File: src/rtl/fsk2_zc_demod_if.sv
// Sample/word link of the 2FSK zero-crossing demodulator.
// master: sample source and word consumer; slave: the demodulator.
interface fsk2_zc_demod_if;
  logic signed [15:0] rx_in;
  logic        [15:0] data_out;
  logic               data_valid;
  logic               frame_err;
  logic               carrier_ok;
  logic               busy;

  modport master (
    output rx_in,
    input  data_out, data_valid, frame_err, carrier_ok, busy
  );

  modport slave (
    input  rx_in,
    output data_out, data_valid, frame_err, carrier_ok, busy
  );
endinterface

File: src/rtl/fsk2_zc_demod.sv
// 2FSK demodulator: hysteretic zero-crossing tone classifier feeding a
// UART-style (start, 16 data MSB first, stop) bit recovery FSM.
module fsk2_zc_demod #(
  parameter int unsigned SPB         = 200,
  parameter int unsigned HALF_THRESH = 12,
  parameter int unsigned HYST        = 64,
  parameter int unsigned TIMEOUT     = 64
) (
  input logic            sys_clk,
  input logic            sys_rst_n,
  fsk2_zc_demod_if.slave link
);

  localparam int unsigned PW = (SPB > 1) ? $clog2(SPB) : 1;
  localparam int unsigned CW = $clog2(TIMEOUT + 1);
  localparam logic signed [15:0] HYST_POS = HYST[15:0];
  localparam logic signed [15:0] HYST_NEG = -HYST_POS;
  localparam logic [PW-1:0] HALF_M1 = PW'(SPB / 2 - 1);
  localparam logic [PW-1:0] BIT_M1  = PW'(SPB - 1);

  typedef enum logic [1:0] {
    S_IDLE,
    S_START,
    S_DATA,
    S_STOP
  } state_t;

  logic signed [15:0] rx_q;
  logic               pos;
  logic [CW-1:0]      hcount;
  logic               tone;
  logic               carrier;
  logic               above;
  logic               below;
  logic               crossing;

  state_t             state;
  logic [PW-1:0]      phase;
  logic [4:0]         bitcnt;
  logic [15:0]        shreg;

  assign above    = (rx_q > HYST_POS);
  assign below    = (rx_q < HYST_NEG);
  assign crossing = (above && !pos) || (below && pos);

  // Tone is decided on the interval ending at each crossing; the counter
  // then restarts at 1 so that interval == cycles between crossings.
  always_ff @(posedge sys_clk) begin
    if (!sys_rst_n) begin
      rx_q    <= '0;
      pos     <= 1'b1;
      hcount  <= '0;
      tone    <= 1'b1;
      carrier <= 1'b0;
    end else begin
      rx_q <= link.rx_in;
      if (above) begin
        pos <= 1'b1;
      end else if (below) begin
        pos <= 1'b0;
      end
      if (crossing) begin
        tone    <= (hcount < CW'(HALF_THRESH));
        carrier <= 1'b1;
        hcount  <= CW'(1);
      end else if (hcount == CW'(TIMEOUT)) begin
        carrier <= 1'b0;
        tone    <= 1'b1;
      end else begin
        hcount <= hcount + 1'b1;
      end
    end
  end

  assign link.carrier_ok = carrier;

  // Carrier loss is checked ahead of the per-state logic so it beats a
  // coincident stop-bit decision.
  always_ff @(posedge sys_clk) begin
    if (!sys_rst_n) begin
      state           <= S_IDLE;
      phase           <= '0;
      bitcnt          <= '0;
      shreg           <= '0;
      link.data_out   <= '0;
      link.data_valid <= 1'b0;
      link.frame_err  <= 1'b0;
      link.busy       <= 1'b0;
    end else begin
      link.data_valid <= 1'b0;
      link.frame_err  <= 1'b0;
      if (state != S_IDLE && !carrier) begin
        state          <= S_IDLE;
        link.busy      <= 1'b0;
        link.frame_err <= (state != S_START);
      end else begin
        case (state)
          S_IDLE: begin
            if (carrier && !tone) begin
              state     <= S_START;
              phase     <= '0;
              link.busy <= 1'b1;
            end
          end
          S_START: begin
            if (phase == HALF_M1) begin
              phase <= '0;
              if (!tone) begin
                state  <= S_DATA;
                bitcnt <= '0;
              end else begin
                state     <= S_IDLE;
                link.busy <= 1'b0;
              end
            end else begin
              phase <= phase + 1'b1;
            end
          end
          S_DATA: begin
            if (phase == BIT_M1) begin
              shreg  <= {shreg[14:0], tone};
              phase  <= '0;
              bitcnt <= bitcnt + 1'b1;
              if (bitcnt == 5'd15) begin
                state <= S_STOP;
              end
            end else begin
              phase <= phase + 1'b1;
            end
          end
          S_STOP: begin
            if (phase == BIT_M1) begin
              if (tone) begin
                link.data_out   <= shreg;
                link.data_valid <= 1'b1;
              end else begin
                link.frame_err <= 1'b1;
              end
              state     <= S_IDLE;
              phase     <= '0;
              link.busy <= 1'b0;
            end else begin
              phase <= phase + 1'b1;
            end
          end
          default: begin
            state     <= S_IDLE;
            link.busy <= 1'b0;
          end
        endcase
      end
    end
  end

endmodule

File: src/flat_wrapper.sv
// flat-port wrapper written by rule: the top's interface ports become plain ports
module fsk2_zc_demod_flat 
#(
  parameter int unsigned SPB         = 200,
  parameter int unsigned HALF_THRESH = 12,
  parameter int unsigned HYST        = 64,
  parameter int unsigned TIMEOUT     = 64
)
  (sys_clk, sys_rst_n, link_rx_in, link_data_out, link_data_valid, link_frame_err, link_carrier_ok, link_busy);
  fsk2_zc_demod_if link_i ();
  input logic sys_clk;
  input logic sys_rst_n;
  input wire logic [$bits(link_i.rx_in)-1:0] link_rx_in;
  output wire logic [$bits(link_i.data_out)-1:0] link_data_out;
  output wire logic [$bits(link_i.data_valid)-1:0] link_data_valid;
  output wire logic [$bits(link_i.frame_err)-1:0] link_frame_err;
  output wire logic [$bits(link_i.carrier_ok)-1:0] link_carrier_ok;
  output wire logic [$bits(link_i.busy)-1:0] link_busy;
  assign link_i.rx_in = link_rx_in;
  assign link_data_out = link_i.data_out;
  assign link_data_valid = link_i.data_valid;
  assign link_frame_err = link_i.frame_err;
  assign link_carrier_ok = link_i.carrier_ok;
  assign link_busy = link_i.busy;
  fsk2_zc_demod #(.SPB(SPB), .HALF_THRESH(HALF_THRESH), .HYST(HYST), .TIMEOUT(TIMEOUT)) u_core (.sys_clk(sys_clk), .sys_rst_n(sys_rst_n), .link(link_i));
endmodule
File: config.mk
export PLATFORM = sky130hd
export DESIGN_NAME = fsk2_zc_demod_flat
export DESIGN_NICKNAME = d
export VERILOG_FILES = /design/src/rtl/fsk2_zc_demod_if.sv /design/src/rtl/fsk2_zc_demod.sv /design/src/flat_wrapper.sv
export SDC_FILE = /design/constraint.sdc
export NUM_CORES = 1
export LEC_CHECK = 0
export BUFFER_PORTS_ARGS = -buffer_cell sky130_fd_sc_hd__buf_2
export CAP_MARGIN = 20
export CORE_UTILIZATION = 50
export DETAILED_ROUTE_END_ITERATION = 8
export PLACE_DENSITY_LB_ADDON = 0.05
export SLEW_MARGIN = 0
export SYNTH_ARGS = -nofsm -noshare
export SYNTH_HDL_FRONTEND = slang
export SYNTH_SLANG_ARGS = --single-unit
File: constraint.sdc
create_clock -name sys_clk -period 2 [get_ports sys_clk]
set_clock_uncertainty 0.1 [all_clocks]
set_input_delay 0.2 -clock sys_clk [delete_from_list [all_inputs] [get_ports sys_clk]]
set_output_delay 0.2 -clock sys_clk [all_outputs]
set_load 0.05 [all_outputs]
==> results.py <==
metrics = {
    "critical_path": {
        "worst_stage_delay_on_the_critical_path_ps": 390,
        "crit_path_cell_trace": "ha_4, nor3b_4, nand2_2, nor3_4, buf_12, mux2i_1, nor2b_1",
        "worst-path-max-fanout": 17,
        "cp-end-kind": "flop",
        "timing.critical_path.required_ps": 2130,
        "timing.rr.start": "u_core.phase[1]$_SDFFE_PN0P_",
        "ff2ff_path_depth": 7,
        "cp_data_arrival_time_ps": 1960,
        "worst-setup-path-type": "flop to flop",
        "r2r_slack_ps": 180,
        "worst_path_max_delay_cell": "dfxtp_1",
        "cp_top_family": "simple AND/OR/NAND/NOR gates",
        "critical_path.reg2reg.endpoint": "u_core.link.data_out[9]$_SDFFE_PN0P_",
        "startpoint_type": "flop",
        "path_buf_inv": 1,
    },
    "synth": {
        "ys_dominant_reg_cell": "dfxtp_1",
        "synth_nets": 356,
        "synth_cell_types": 51,
        "synth.most_common_cell": "dfxtp_1",
        "synthTopCellsByCount": "dfxtp_1, nor2b_1, mux2i_1",
        "synth_edf_count": 0,
        "synth.cell_area_um2": 3251,
        "synthCells": 333,
        "synth_area_leaders": "dfxtp_1, mux2i_1, nor2b_1",
        "synth_largest_area_cell": "dfxtp_1",
        "ys_seq_elements": 76,
        "yosysSeqAreaShare_pct": 46.81,
        "syn_area_per_cell_um2": 9.762,
        "synthDominantCellAreaShare_pct": 46.81,
        "async_reset_ff_share_pct": 0,
        "yosys_warnings": 0,
    },
    "final_layout": {
        "insertedDiodeCount": 0,
        "area_delta_synth_final_pct": 19.86,
        "nNetsFinal": 411,
        "num-fill-cells": 577,
        "final_cell_area_um2": 3896,
        "drive_above_1_share_pct": 17.86,
    },
    "drt": {
        "remaining_drc_errors": 0,
        "drt-vias-per-instance": 5.111,
        "routed_wire_length_per_instance_um": 12.77,
        "postRouteWirelength_um": 5989,
        "drt.antenna.violating_nets": 0,
        "num_vias": 2397,
        "first_pass_iters": 4,
        "drt-initial-drc-count": 93,
    },
    "clocking": {
        "h-tree-depth": 3,
        "clock_insertion_delay_at_the_later_pin_of_the_skew_report_ps": 330,
        "post_cts_buffers": 0,
        "cts-root-to-sink-buffers": 2,
        "clkTransAtPathRegs_ps": 80,
        "cts_inserted_buffers": 9,
        "clock_sinks": 76,
        "clk_root_buffer_cell": "clkbuf_8",
        "clock_tree_from_tritoncts": "done",
    },
    "global_route": {
        "number_of_antenna_violations_at_the_first_check_in_global_routing": 0,
        "grt_pass1_vias": 2114,
        "pin_count_of_the_biggest_net_entering_global_routing": 67,
        "grt_usage_pct": 19.07,
        "grt_pass1_wl_um": 9673,
        "globalRouteOverflowTotal": 0,
    },
    "die": {
        "io_pins": 38,
        "die_area_um2": 6828,
        "floorplan.die.width_um": 82.63,
        "fp.coreArea_um2": 6314,
        "floorplan.initialDensity_pct": 51.49,
        "fp.dieH_um": 82.63,
        "number_of_standard_cell_rows_in_the_floorplan": 29,
    },
    "sta": {
        "final-setup-viol-count": 0,
        "grt_setup_unrepaired": "no",
        "hold_violations": 0,
        "worst_hold_slack_ps": 106.7,
        "post_route_minimum_period_ps": 1824,
        "worst-slew-pin-transition_ps": 514.8,
        "maxSlewViolCount": 0,
        "final.setup.tns_ps": 0,
        "min_period_over_period_pct": 91.21,
        "slew_headroom_pct": 65.68,
        "timing.fmax_mhz": 548.2,
    },
    "placement": {
        "hpwlAfterDp_um": 3825,
        "post_dp_cell_area_um2": 3522,
        "final_estimated_routing_congestion_in_global_placement": 0.8714,
        "placement.io_buffers": 37,
    },
    "worst_hold_path": {
        "min_path_type": "input pin to flop",
        "timing.hold.worst_path_depth": 3,
        "worstHoldStart": "sys_rst_n",
        "hold_path_end": "u_core.phase[6]$_SDFFE_PN0P_",
    },
    "status": {
        "result_of_the_run": "complete, no violations",
    },
    "power_and_ir_drop": {
        "max_vdd_drop_uv": 588.1,
        "power_per_cell_area_nw_per_um2": 730.5,
        "power.static_leakage_nw": 1.475,
    },
    "job": {
        "drv_cap": 0,
    },
}
-- cell usage in the layout (no fill, tap or decap), drive strengths merged, types with 2 or more instances in the layout --
master       synthesis  layout
dfxtp               76      76
buf                  6      45
nor2b               36      36
mux2i               35      35
nand2               24      24
and2                19      19
nor2                18      18
o21ai               16      16
dlygate4sd3          0      16
clkbuf              11      11
inv                  7       7
a21oi                7       7
nand3                6       6
nor4                 5       5
nand4                5       5
xor2                 5       5
nor3                 5       5
ha                   5       5
and3                 4       4
and3b                4       4
nor3b                4       4
nand3b               3       3
a21o                 3       3
xnor2                3       3
clkinv               0       3
a31oi                2       2
nand4b               2       2
a21boi               2       2
o21a                 2       2
or3b                 2       2
a211oi               2       2
nor4b                2       2
-- registers in the layout, summed over array words and instances, names as in the netlist, named ones only --
register	count
u_core.link.busy	1
u_core.hcount	7
u_core.tone	1
u_core.rx_q	16
u_core.bitcnt	5
u_core.link.data_valid	1
u_core.state	1
u_core.link.carrier_ok	1
u_core.phase	8
u_core.link.data_out	16
u_core.shreg	16
u_core.link.frame_err	1
u_core.pos	1
-- stage by stage --
step / util (%) / total power (W) / setup WS, ps / instances
final: 61.71 / 0.002846 / 175.9 / 469
after global routing: 61.71 / 0.002989 / 21.87 / 469
after CTS: 61.49 / 0.002893 / 113.8 / 469
after detailed placement: 55.79 / 0.001696 / 114.6 / 438
after global placement: 55.79 / 0.001694 / 160.1 / 438
after floorplan: - / 0.001659 / 130.2 / 333
-- timing repair --
action                                  CTS  global route
hold buffers                             16             0
resized for setup                         0             3
endpoints found under the setup margin    0             3
hold endpoints to repair                 16             0
-- worst min-delay path, stage by stage --
cell,delay [ps]
buf_2,140
nand2_1,90
o21ai_0,70
-- cells by family (layout without fill, tap and decap cells) --
group / count (synthesis) / in the layout / synth area share [%]
compound gates: 43 / 43 / 8.507
flops: 76 / 76 / 46.81
xor+xnor: 8 / 8 / 2.156
buf+inv: 24 / 83 / 3.926
fa+ha+maj: 5 / 5 / 1.925
mux: 35 / 35 / 10.78
simple gates: 142 / 142 / 25.90
-- layer usage --
layer	GRT usage (%)	vias up	wire [um]
li1	-	1262	-
met1	23.37	1088	2976
met2	30.41	38	2705
met3	6.044	9	207
met4	8.793	0	100
met5	0	-	0
-- area by class of cell --
type / count / area (um2) / share of cell area [%]
inverters: 7 / 26.28 / 0.6744
flip-flops and latches: 76 / 1523 / 39.08
clock buffers: 11 / 151.4 / 3.886
multi-input cells: 233 / 1620 / 41.59
repair buffers: 61 / 430.4 / 11.05
clock inverters: 4 / 48.80 / 1.252
well taps: 77 / 96.34 / 2.473
-- how the worst max path moves through the flow --
| stage | start | endpoint | slack, ps | depth (start not counted) |
|---|---|---|---|---|
| floorplan | u_core.link.carrier_ok$_SDFFE_PN0P_ | u_core.state[0]$_SDFFE_PP0P_ | 130 | 3 |
| global placement | u_core.phase[0]$_SDFFE_PN0P_ | u_core.link.data_out[12]$_SDFFE_PN0P_ | 160 | 7 |
| detailed placement | u_core.phase[0]$_SDFFE_PN0P_ | u_core.link.data_out[9]$_SDFFE_PN0P_ | 110 | 7 |
| CTS | u_core.phase[0]$_SDFFE_PN0P_ | u_core.link.data_out[9]$_SDFFE_PN0P_ | 110 | 7 |
| global route | u_core.rx_q[12]$_SDFF_PN0_ | u_core.hcount[6]$_SDFFE_PP0P_ | 20 | 5 |
| finish | u_core.phase[1]$_SDFFE_PN0P_ | u_core.link.data_out[9]$_SDFFE_PN0P_ | 180 | 7 |
-- power by group --
group	internal, W	switching [W]
logic	0.0000713	0.0000604
registers	0.00154	0.0000177
clock network	0.000636	0.000525
Note: power is estimated with default switching activity, not from simulation.
